**src/rtl/i2s_mic_rx.sv**
```systemverilog
// i2s_mic_rx: I2S master receiver; divides CLK into sck/ws and deserializes NUM_MICS stereo sd lines.
// Define I2S_RX_HOLD_EN for a sample_valid that holds until sample_ack, plus a sticky overrun flag.
module i2s_mic_rx #(
    parameter int NUM_MICS    = 4,
    parameter int SAMPLE_BITS = 18,
    parameter int SLOT_BITS   = 32,
    parameter int SCK_DIV     = 16
) (
    input  logic                            CLK,
    input  logic                            RESET,
    input  logic                            ENABLE,
    input  logic [NUM_MICS-1:0]             sd,
`ifdef I2S_RX_HOLD_EN
    input  logic                            sample_ack,
    output logic                            overrun,
`endif
    output logic                            sck,
    output logic                            ws,
    output logic [NUM_MICS*SAMPLE_BITS-1:0] data_left,
    output logic [NUM_MICS*SAMPLE_BITS-1:0] data_right,
    output logic                            sample_valid,
    output logic [15:0]                     frame_count
);
    localparam int DW = $clog2(SCK_DIV);
    localparam int BW = $clog2(2 * SLOT_BITS);
    localparam int PW = NUM_MICS * SAMPLE_BITS;

    logic [DW-1:0]       div_cnt;
    logic [BW-1:0]       bit_cnt, bit_next;
    logic [NUM_MICS-1:0] sd_meta, sd_sync;
    logic [PW-1:0]       shift_l, shift_r, next_l, next_r;
    logic                primed, div_wrap, fall, frame_end, publish, cap_l, cap_r;

    // the last CLK of the sck high phase is both the sample point and the sck fall
    always_comb begin
        div_wrap  = div_cnt == DW'(SCK_DIV - 1);
        fall      = ENABLE & sck & div_wrap;
        frame_end = fall && bit_cnt == BW'(2 * SLOT_BITS - 1);
        publish   = frame_end & primed;
        bit_next  = frame_end ? '0 : bit_cnt + 1'b1;
        cap_l     = fall && bit_cnt >= BW'(1) && bit_cnt <= BW'(SAMPLE_BITS);
        cap_r     = fall && bit_cnt >= BW'(SLOT_BITS + 1) && bit_cnt <= BW'(SLOT_BITS + SAMPLE_BITS);
    end

    always_comb begin
        next_l = shift_l;
        next_r = shift_r;
        for (int i = 0; i < NUM_MICS; i++) begin
            next_l[i*SAMPLE_BITS +: SAMPLE_BITS] = cap_l ?
                {shift_l[i*SAMPLE_BITS +: SAMPLE_BITS-1], sd_sync[i]} : shift_l[i*SAMPLE_BITS +: SAMPLE_BITS];
            next_r[i*SAMPLE_BITS +: SAMPLE_BITS] = cap_r ?
                {shift_r[i*SAMPLE_BITS +: SAMPLE_BITS-1], sd_sync[i]} : shift_r[i*SAMPLE_BITS +: SAMPLE_BITS];
        end
    end

    always_ff @(posedge CLK) begin
        if (RESET) begin
            sd_meta <= '0;
            sd_sync <= '0;
        end else begin
            sd_meta <= sd;
            sd_sync <= sd_meta;
        end
    end

    always_ff @(posedge CLK) begin
        if (RESET || !ENABLE) begin
            div_cnt <= '0;
            bit_cnt <= '0;
            sck     <= 1'b0;
            ws      <= 1'b0;
            shift_l <= '0;
            shift_r <= '0;
            primed  <= 1'b0;
        end else begin
            div_cnt <= div_wrap ? '0 : div_cnt + 1'b1;
            sck     <= sck ^ div_wrap;
            if (fall) begin
                bit_cnt <= bit_next;
                ws      <= bit_next >= BW'(SLOT_BITS);
            end
            shift_l <= next_l;
            shift_r <= next_r;
            primed  <= primed | frame_end;
        end
    end

    // publish takes the combinational next shift value so a capture on the final period is included
    always_ff @(posedge CLK) begin
        if (RESET) begin
            data_left    <= '0;
            data_right   <= '0;
            frame_count  <= '0;
            sample_valid <= 1'b0;
`ifdef I2S_RX_HOLD_EN
            overrun      <= 1'b0;
`endif
        end else begin
            if (publish) begin
                data_left   <= next_l;
                data_right  <= next_r;
                frame_count <= frame_count + 16'd1;
            end
`ifdef I2S_RX_HOLD_EN
            sample_valid <= publish | (sample_valid & ~sample_ack);
            overrun      <= overrun | (publish & sample_valid & ~sample_ack);
`else
            sample_valid <= publish;
`endif
        end
    end
endmodule

```
**config.mk**
```make
export PLATFORM = sky130hd
export DESIGN_NAME = i2s_mic_rx
export DESIGN_NICKNAME = d
export VERILOG_FILES = /design/src/rtl/i2s_mic_rx.sv
export SDC_FILE = /design/constraint.sdc
export NUM_CORES = 1
export LEC_CHECK = 0
export ABC_AREA = 1
export CAP_MARGIN = 20
export CORE_UTILIZATION = 40
export DETAILED_ROUTE_END_ITERATION = 16
export PLACE_DENSITY_LB_ADDON = 0.08
export SETUP_SLACK_MARGIN = 0.05
export SLEW_MARGIN = 0
export SYNTH_ARGS = -nofsm -noshare
export SYNTH_HDL_FRONTEND = slang
export SYNTH_SLANG_ARGS = --single-unit
```
**constraint.sdc**
```tcl
create_clock -name CLK -period 1.8 [get_ports CLK]
set_clock_uncertainty 0.1 [all_clocks]
set_input_delay 0.36 -clock CLK [delete_from_list [all_inputs] [get_ports CLK]]
set_output_delay 0.36 -clock CLK [all_outputs]
set_load 0.01 [all_outputs]
```
==> metrics.md <==
| Metric | Value |
|---|---|
| Status | complete, but fails checks |
| Failing checks | negative setup slack |
| Leak Pwr | 11.16 nW |
| Post-Synth Adder-Cell Area | 0.5771% |
| Max-cap violations | 0 |
| Num ports | 170 |
| RSZ-0062 raised after global routing | yes |
| Largest family of logic cells by synthesized area | simple AND/OR/NAND/NOR gates |
| Pre-antenna DRT Iters | 5 |
| Tot Pwr | 14.91 mW |
| Hold violation count in the final report | 0 |
| Max incr delay on CP | 0.34 ns |
| Hold Path Depth | 3 |
| Yosys cell types | 31 |
| Die height | 182.3 µm |
| Crit Path Max Fanout | 8 |
| Die area | 33250 µm² |
| Clock root cell | clkbuf_16 |
| Port buffer count | 169 |
| Multiplexer area fraction after synthesis | 0% |
| Critical Path RT | 2.11 ns |
| Maximum buffer depth of the clock tree | 3 |
| Tcrit/Tclk final | 110.6% |
| Fmax | 502.1 MHz |
| Xor-xnor portion of the synthesized cell area | 0.1347% |
| Die width | 182.3 µm |
| Final setup violation count | 267 |
| # hold bufs at CTS | 0 |
| Layout cells sized above 1 | 37.48% |
| # clock sinks | 326 |
| Seq/Total Area, Yosys | 50.17% |
| RePlAce Congestion | 0.8347 |
| Number of synthesized register bits | 326 |
| Register-to-register setup slack | -0.19 ns |
| Number of nets in the layout | 1953 |
| Power Density | 686.4 nW/µm² |
| Remaining antenna violation count after routing | 0 |
| CP arrival | 2.30 ns |
| Area Growth Syn to Fin | 66.92% |
| Critical setup path kind | register to register |
| Syn Area/Cell | 7.832 µm² |
| Initial antenna violation count | 0 |
| Worst-Margin Slew | 0.3679 ns |
| Worst slew margin | 75.47% |
| Crit path from | bit_cnt[1] |
| Residual DRC | 0 |
| Total CTS buffers | 36 |
| Vias in the first global route | 11077 |
| Global Route Usage Sum | 20.71% |
| Startpoint type of the worst setup path | register |
| Slew Viols, Final | 0 |
| Worst-path cell chain | buf_4 -> buf_4 -> ha_4 -> nand3_4 -> nor2_4 -> nand3_4 -> inv_12 -> buf_16 -> clkbuf_16 -> nand3_1 -> nand2_1 -> inv_1 |
| Critical path endpoint | data_left[66] |
| CTS tree | done |
| Post-DP HPWL | 20540 µm |
| First-pass GRT wire length | 56300 µm |
| Antenna cells | 0 |
| VDD IR-drop max | 0.7516 mV |
| Complex-gate fraction of the synthesized area | 17.98% |
| Final WS setup | -0.1914 ns |
| H-tree depth | 2 |
| Initial Utilization | 40.91% |
| Tmin final | 1.991 ns |
| Post-DR vias/cell | 5.099 |
| Syn Inst Count | 1661 |
| Finished Layout Cells | 2396 |
| Critical path's slowest cell | dfxtp_2 |
| Reg2Reg Launch Point | bit_cnt[1] |
| Row count | 65 |
| Cells on worst reg2reg path | 12 |
| Iteration-0 DRC Markers | 501 |
| Hold WC Path Type | input pin to register |
| Synthesized cell area | 13010 µm² |
| R2R Path End | data_left[66] |
| DRT Wirelength | 41410 µm |
| Core area | 31800 µm² |
| Endpoint class of the critical path | register |
| Wirelength per Cell | 17.28 µm |
| Via Count | 12217 |
| Worst-Skew Late Latency | 0.51 ns |
| Cells after DPL | 2248 |
| Yosys Warn Count | 0 |
| Gr ovfl total | 0 |
| Largest net degree at the start of global routing | 42 |
| Synth Area in Simple Gates | 21.50% |
| Syn_nets | 1674 |
| Clock slew at reported path FFs | 0.06 ns |
## worst max-delay path: cells and delay by family (launching register included)
family | cells | cell delay, ns
buffers and inverters | 6 | 0.76
and+or+nand+nor | 5 | 0.54
DFF | 1 | 0.34
adders and majority gates | 1 | 0.14
## timing repair
action	CTS	global route
cloned	14	39
setup endpoints to repair	465	432
resized for setup	262	649
pin swaps	49	114
buffers inserted	24	18
## flip-flops by register name, summed over array words and instances (netlist names)
name and flops:
div_cnt 4, data_right 72, frame_count 16, sd_meta 4
sample_valid 1, shift_l 72, ws 1, primed 1
sck 1, sd_sync 4, data_left 72, bit_cnt 6
shift_r 72
## cells in the mapped netlist (all sizes together)
library cell  count  area share, %
nor2             45            1.5
nand4             5           0.24
o21a            144            8.3
nand2           354             10
and3              1          0.048
ha                6           0.58
nand3           232            9.1
inv             175            5.0
or2               1          0.048
clkbuf           56            1.6
nor3b             1          0.058
xnor2             2           0.13
nor3              7           0.27
a21oi           166            6.5
a211oi            1          0.058
dfxtp           326             50
o21ai            80            3.1
clkinv            2          0.067
o21bai            1          0.058
buf              56            2.9
## per-stage QoR
step / hold WS (ns) / TNS [ns] / setup WS (ns) / util, % / instance area, µm²
floorplan: 0.2883 / -0.1828 / -0.006003 / - / 13090
global placement: 0.2937 / -127.72 / -0.5070 / 49.69 / 15800
detailed placement: 0.2938 / -132.43 / -0.5347 / 49.69 / 15800
CTS: 0.2792 / -34.02 / -0.1703 / 57.70 / 18350
global route: 0.2857 / -51.65 / -0.2606 / 68.29 / 21710
finish: 0.2955 / -24.66 / -0.1914 / 68.29 / 21710
## metal layers
metal	vias to the layer above	part of all wire, %	track usage (%)
met4	0	1.9	5.580
met3	56	4.9	4.630
li1	6040	-	-
met5	-	0	0
met1	5896	45	27.31
met2	225	48	34.04
## worst min-delay path by stage
| stage | to | slack, ns | startpoint |
|---|---|---|---|
| after floorplan | sd_sync[0] | 0.29 | sd_meta[0] |
| after global placement | sd_sync[0] | 0.29 | sd_meta[0] |
| after detailed placement | sd_sync[2] | 0.29 | sd_meta[2] |
| after CTS | sd_meta[1] | 0.28 | sd[1] |
| after global routing | sd_meta[1] | 0.29 | sd[1] |
| final | sd_meta[1] | 0.30 | sd[1] |
## cell usage in the layout (no fill, tap or decap), types with 23 or more instances in the layout
cell | netlist | routed
o21ai_1 | 0 | 39
nand3_1 | 230 | 58
a21oi_2 | 0 | 118
inv_1 | 174 | 170
dlymetal6s2s_1 | 0 | 121
o21a_1 | 144 | 144
o21ai_2 | 0 | 23
nand3_2 | 1 | 165
buf_12 | 0 | 43
nor2_1 | 42 | 34
clkbuf_16 | 0 | 70
buf_4 | 12 | 61
dfxtp_1 | 326 | 315
nand2_1 | 353 | 218
dlygate4sd2_1 | 0 | 41
a21oi_1 | 165 | 47
nand2_4 | 1 | 114
buf_6 | 11 | 27
## power breakdown
group,switching (mW),leakage (nW),internal (mW)
Sequential,0.00892,2.63,7.22
Combinational,0.180,7.95,0.0879
Clock,2.96,0.577,4.45
Total,3.15,11.2,11.8
## final cells by class
cell class              instances  area [µm²]
clock buffers                  54        1090
repair buffers                353        4922
multi-input cells            1046        7841
inverters                     177       695.7
clock inverters                 5       78.83
flip-flops and latches        326        6543
fillers                      2469       10080
well taps                     435       544.3
## logic make-up (layout without fill, tap and decap cells)
| group | Yosys count | after routing |
|---|---|---|
| compound gates | 392 | 392 |
| buf+inv | 289 | 589 |
| xor+xnor | 2 | 2 |
| fa+ha+maj | 6 | 6 |
| flops | 326 | 326 |
| simple gates | 646 | 646 |
Note: power is estimated with default switching activity, not from simulation.
